===== config.mk =====
export PLATFORM = sky130hd
export DESIGN_NAME = axis_rr_mux
export DESIGN_NICKNAME = d
export VERILOG_FILES = /design/src/rtl/axis_rr_mux_pkg.sv /design/src/rtl/axis_rr_mux_arbiter.sv /design/src/rtl/axis_rr_mux.sv
export SDC_FILE = /design/constraint.sdc
export NUM_CORES = 1
export LEC_CHECK = 0
export BUFFER_PORTS_ARGS = -buffer_cell sky130_fd_sc_hd__clkbuf_2
export CORE_AREA = 2 2 152 154
export CTS_CLUSTER_SIZE = 10
export DETAILED_ROUTE_END_ITERATION = 16
export DIE_AREA = 0 0 154 156
export PLACE_DENSITY = 0.62
export SLEW_MARGIN = 20
export SYNTH_ARGS = -nofsm -noshare
export SYNTH_HDL_FRONTEND = slang
export SYNTH_SLANG_ARGS = --single-unit

===== constraint.sdc =====
create_clock -name ACLK -period 5.1 [get_ports ACLK]
set_clock_uncertainty 0.1 [all_clocks]
set_input_delay 0 -clock ACLK [delete_from_list [all_inputs] [get_ports ACLK]]
set_output_delay 0 -clock ACLK [all_outputs]
set_load 0.1 [all_outputs]

===== src/rtl/axis_rr_mux_pkg.sv =====
// Shared AXIS beat types for axis_rr_mux: payload (TDATA+TLAST), forward (mosi) and backward (miso) channel.
package axis_rr_mux_pkg;

    localparam int AXIS_DATA_WIDTH = 40;

    typedef struct packed {
        logic                       TLAST;
        logic [AXIS_DATA_WIDTH-1:0] TDATA;
    } axis_data_t;

    typedef struct packed {
        axis_data_t data;
        logic       TVALID;
    } axis_mosi_t;

    typedef struct packed {
        logic TREADY;
    } axis_miso_t;

endpackage


===== src/rtl/axis_rr_mux_arbiter.sv =====
// rr_arbiter: round-robin grant over a request vector; search starts after the last
// advanced grant. The pointer only moves on the advance strobe.
module rr_arbiter #(
    parameter int N = 8,
    parameter int W = $clog2(N)
) (
    input  logic         gclk,
    input  logic         grst_n,
    input  logic [N-1:0] req,
    input  logic         advance,
    output logic [N-1:0] grant,
    output logic [W-1:0] grant_idx
);

    logic [W-1:0] last_grant;
    logic         found;
    int           c;

    always_comb begin
        grant     = '0;
        grant_idx = '0;
        found     = 1'b0;
        c         = 0;
        for (int i = 0; i < N; i++) begin
            c = int'(last_grant) + 1 + i;
            if (c >= N) c = c - N;
            if (!found && req[c]) begin
                found     = 1'b1;
                grant[c]  = 1'b1;
                grant_idx = W'(c);
            end
        end
    end

    // Reset to the top index so channel 0 is the first winner.
    always_ff @(posedge gclk or negedge grst_n) begin
        if (!grst_n)      last_grant <= W'(N - 1);
        else if (advance) last_grant <= grant_idx;
    end

endmodule


===== src/rtl/axis_rr_mux.sv =====
// Round-robin AXI-Stream N:1 merger with a one-beat output register.
// Define AXIS_PACKET_LOCK_EN to hold the grant for a whole TLAST-delimited packet.
module axis_rr_mux
    import axis_rr_mux_pkg::*;
#(
    parameter int CHANNEL_NUMBER = 8,
    parameter int SEL_WIDTH      = $clog2(CHANNEL_NUMBER)
) (
    input  logic                              ACLK,
    input  logic                              ARESETn,
    input  axis_mosi_t [CHANNEL_NUMBER-1:0]   in_mosi_i,
    output axis_miso_t [CHANNEL_NUMBER-1:0]   in_miso_o,
    output axis_mosi_t                        out_mosi_o,
    input  axis_miso_t                        out_miso_i,
    output logic       [SEL_WIDTH-1:0]        sel_o
);

    logic [CHANNEL_NUMBER-1:0] in_valid;
    logic [CHANNEL_NUMBER-1:0] req;
    logic [CHANNEL_NUMBER-1:0] grant;
    logic [SEL_WIDTH-1:0]      g_idx;
    logic                      load_en;
    logic                      xfer;
    logic                      advance;
    axis_mosi_t                out_beat;
    logic [SEL_WIDTH-1:0]      out_sel;

    assign load_en = !out_beat.TVALID | out_miso_i.TREADY;
    assign xfer    = ARESETn & load_en & (|req);

    for (genvar i = 0; i < CHANNEL_NUMBER; i++) begin : g_ch
        assign in_valid[i]         = in_mosi_i[i].TVALID;
        assign in_miso_o[i].TREADY = grant[i] & load_en & ARESETn;
    end

`ifdef AXIS_PACKET_LOCK_EN
    logic                 locked;
    logic [SEL_WIDTH-1:0] lock_ch;

    // While mid-packet only the owning channel may request; pointer moves at packet end.
    assign req     = locked ? (in_valid & ({{(CHANNEL_NUMBER-1){1'b0}}, 1'b1} << lock_ch)) : in_valid;
    assign advance = xfer & in_mosi_i[g_idx].data.TLAST;

    always_ff @(posedge ACLK or negedge ARESETn) begin
        if (!ARESETn) begin
            locked  <= 1'b0;
            lock_ch <= '0;
        end else if (xfer) begin
            locked  <= !in_mosi_i[g_idx].data.TLAST;
            lock_ch <= g_idx;
        end
    end
`else
    assign req     = in_valid;
    assign advance = xfer;
`endif

    rr_arbiter #(.N(CHANNEL_NUMBER), .W(SEL_WIDTH)) u_arb (
        .gclk      (ACLK),
        .grst_n    (ARESETn),
        .req       (req),
        .advance   (advance),
        .grant     (grant),
        .grant_idx (g_idx)
    );

    always_ff @(posedge ACLK or negedge ARESETn) begin
        if (!ARESETn) begin
            out_beat <= '0;
            out_sel  <= '0;
        end else if (load_en) begin
            if (xfer) begin
                out_beat.data   <= in_mosi_i[g_idx].data;
                out_beat.TVALID <= 1'b1;
                out_sel         <= g_idx;
            end else begin
                out_beat.TVALID <= 1'b0;
            end
        end
    end

    assign out_mosi_o = out_beat;
    assign sel_o      = out_sel;

endmodule


==> impl_metrics.yaml <==
floorplanning:
  io_pins: 392
  fp.dieArea_um2: 24000
  rows: 55
  initial_core_util: 0.272
  dieWidth_um: 154
  coreArea_um2: 22400
  die_y_um: 156
global_routing:
  grt_start_max_net_pins: 64
  grt_pass1_wl_mm: 41.4
  grt_usage: 0.223
  antenna_found_initial: 1
  grt_overflow: 0
  grt_pass1_vias: 7311
setup_path:
  startpoint: "u_arb.last_grant[0]"
  timing.rr.end: "out_mosi_o[24]"
  critPathMaxStageDelay_ns: 0.57
  rrSetupSlack_ns: 0.18
  path_cells: "buf_4, ha_2, buf_4, xnor3_1, and2_1, a211o_1, nand3b_4, o21a_1, o21ai_4, clkbuf_16, mux2i_1, a32oi_1, dlygate4sd3_1, o221a_1"
  critPathKind: "reg2reg"
  critPathCaptureType: "flop"
  cp_max_fo: 32
  cp_common_cell: "buf_4"
  critical_path.endpoint: "out_mosi_o[24]"
  cp-start-kind: "flop"
  worstPathArrival_ns: 5.01
  rr_worst_depth: 14
  reg2reg_from: "u_arb.last_grant[0]"
  worstPathRequired_ns: 5.19
  cpMaxStageDelayCell: "dlygate4sd3_1"
cts:
  htreeDepth: 2
  clockBufferDepth: 2
  cts_setup_buffers: 0
  numCtsBuffers: 5
  tritoncts: "done"
  clockRootBuffer: "clkbuf_16"
  cts_sinks: 48
  clkLatencyLatePin_ns: 0.29
  clkTransAtPathRegs_ns: 0.07
yosys:
  syn_area_um2: 6080
  netlist.area_leader.share: 0.277
  yosys.area.top_type: "mux2i_1"
  async_reset_ff_frac: 1.00
  postSynthCellCount: 673
  synth_edf_count: 0
  syn-num-nets: 1016
  ys_warn_count: 0
  ys_types: 73
  synth_area_leaders: "mux2i_1 28%, dfrtp_1 19%, o221a_1 7.8%, nand2_1 7.0%, a32oi_1 6.1%"
  syn_avg_cell_area_um2: 9.03
  post-synth-top-count-cell: "mux2i_1"
  synth_seq_cells: 48
  yosysSeqAreaShare: 0.198
  synth_common_cells: "168 x mux2i_1, 113 x nand2_1, 45 x dfrtp_1"
  ys.flop_type: "dfrtp_1"
sta:
  rsz0062_at_grt: "yes"
  setup_violations: 0
  period_share: 0.965
  finalCriticalPeriod_ns: 4.92
  max_slew.worst_pin.slew_ns: 0.818
  drv_slew: 0
  timing.fmax_mhz: 203
  hold_viol: 0
  relSlewSlack: 0.452
  fin_ws_ns: 0.181
detailed_routing:
  met1_length_mm: 11.5
  post-route-drc-count: 0
  vias: 7449
  wl_per_cell_um: 20.8
  met2_length_mm: 13.9
  first_pass_iters: 5
  wl_met3_mm: 2.15
  wl_mm: 29.0
  postRouteAntennaNets: 0
  drtIter0Drc: 490
  top_layer: "met4"
  viasPerCell: 5.34
placed_design:
  place_hpwl_mm: 22.1
  place_area_um2: 8400
  routabilityCongestion: 0.966
  io_buffers: 391
  place_inst: 1311
  place_ws_ns: 0.449
cells_and_area:
  fin_nets: 1451
  drive_above_1_share: 0.426
  fin_area_um2: 9330
  utilization: 0.417
  syn_to_final_growth_pct: 53.4
  n_fill_cell: 2244
  fin_cells: 1396
min_path:
  min_path_type: "in2reg"
run:
  cap_violations: 0
outcome:
  status: "complete, no violations"
## through the flow
stage	setup TNS (ns)	hold slack (ns)
2_1_floorplan	0	-0.396
3_3_place_gp	0	-0.109
3_5_place_dp	0	-0.117
4_1_cts	0	0.00143
5_1_grt	-0.0327	0.0140
6_report	0	0.0112
## area by class of cell
| cell class | instances | area (um^2) | area share |
|---|---|---|---|
| Inverter | 13 | 48.8 | 0.00523 |
| Tap cell | 285 | 357 | 0.0382 |
| Clock buffer | 7 | 133 | 0.0142 |
| Clock inverter | 1 | 5.00 | 0.000537 |
| Antenna cell | 2 | 5.00 | 0.000537 |
| Multi-Input combinational cell | 550 | 4480 | 0.480 |
| Timing Repair Buffer | 490 | 3090 | 0.332 |
| Sequential cell | 48 | 1200 | 0.129 |
## metal layers
metal  GRT usage  up-vias
met1       0.275     3495
met5           0        -
met2       0.370      386
li1            -     3494
met4       0.114        0
met3      0.0453       74
## worst max-delay path: cells and delay by family, from the launching register on
family / cells / cell delay (ns)
buf+inv: 4 / 1.30
compound gates: 5 / 1.11
flops: 1 / 0.55
xor+xnor: 1 / 0.52
simple gates: 2 / 0.48
fa+ha+maj: 1 / 0.35
mux: 1 / 0.35
## placed cells by master (no fill, tap or decap), drive strengths merged, types with 5 or more instances in the layout
| cell type | instances |
|---|---|
| dfrtp | 45 |
| a22oi | 5 |
| buf | 33 |
| inv | 13 |
| mux4 | 8 |
| a32oi | 42 |
| o22ai | 5 |
| a31oi | 6 |
| nor3b | 5 |
| nand3 | 8 |
| nor2 | 24 |
| o21ai | 17 |
| mux2i | 169 |
| nor3 | 8 |
| o221a | 42 |
| o21a | 5 |
| mux2 | 6 |
| clkbuf | 391 |
| nand2 | 113 |
| a21oi | 19 |
| dlygate4sd3 | 73 |
| or2 | 5 |
## how the worst min path moves through the flow
| stage | cells after the start | slack (ns) | from | end |
|---|---|---|---|---|
| 2_1_floorplan | 0 | -0.40 | ARESETn | out_mosi_o[0] |
| 3_5_place_dp | 2 | -0.12 | ARESETn | out_mosi_o[26] |
| 5_1_grt | 4 | 0.01 | in_mosi_i[241] | out_mosi_o[31] |
| 3_3_place_gp | 2 | -0.11 | ARESETn | out_mosi_o[26] |
| 4_1_cts | 4 | 0.001 | in_mosi_i[218] | out_mosi_o[8] |
| 6_report | 4 | 0.01 | in_mosi_i[218] | out_mosi_o[8] |
## logic make-up (layout without fill, tap and decap cells)
logic type | after synthesis | after routing | share of synthesized area
xor gates and xnor gates | 5 | 5 | 0.0117
DFF | 48 | 48 | 0.198
and+or+nand+nor | 183 | 183 | 0.138
other | 0 | 2 | 0
buffers and inverters | 76 | 511 | 0.0780
AOI/OAI and AO/OA | 174 | 175 | 0.246
adders and majority gates | 4 | 4 | 0.00824
muxes | 183 | 183 | 0.320
## sequential cells by signal, summed over array words and instances, names as in the netlist
name	flops
out_mosi_o	42
sel_o	3
u_arb.last_grant	3
## repair_timing
action | CTS | global route
endpoints found under the setup margin | 0 | 33
hold endpoints to repair | 74 | 0
resized for setup | 0 | 8
hold buffers | 73 | 0
Power is not shown: default switching activity piles up to over one toggle a cycle in this logic, so the estimate is an artifact.
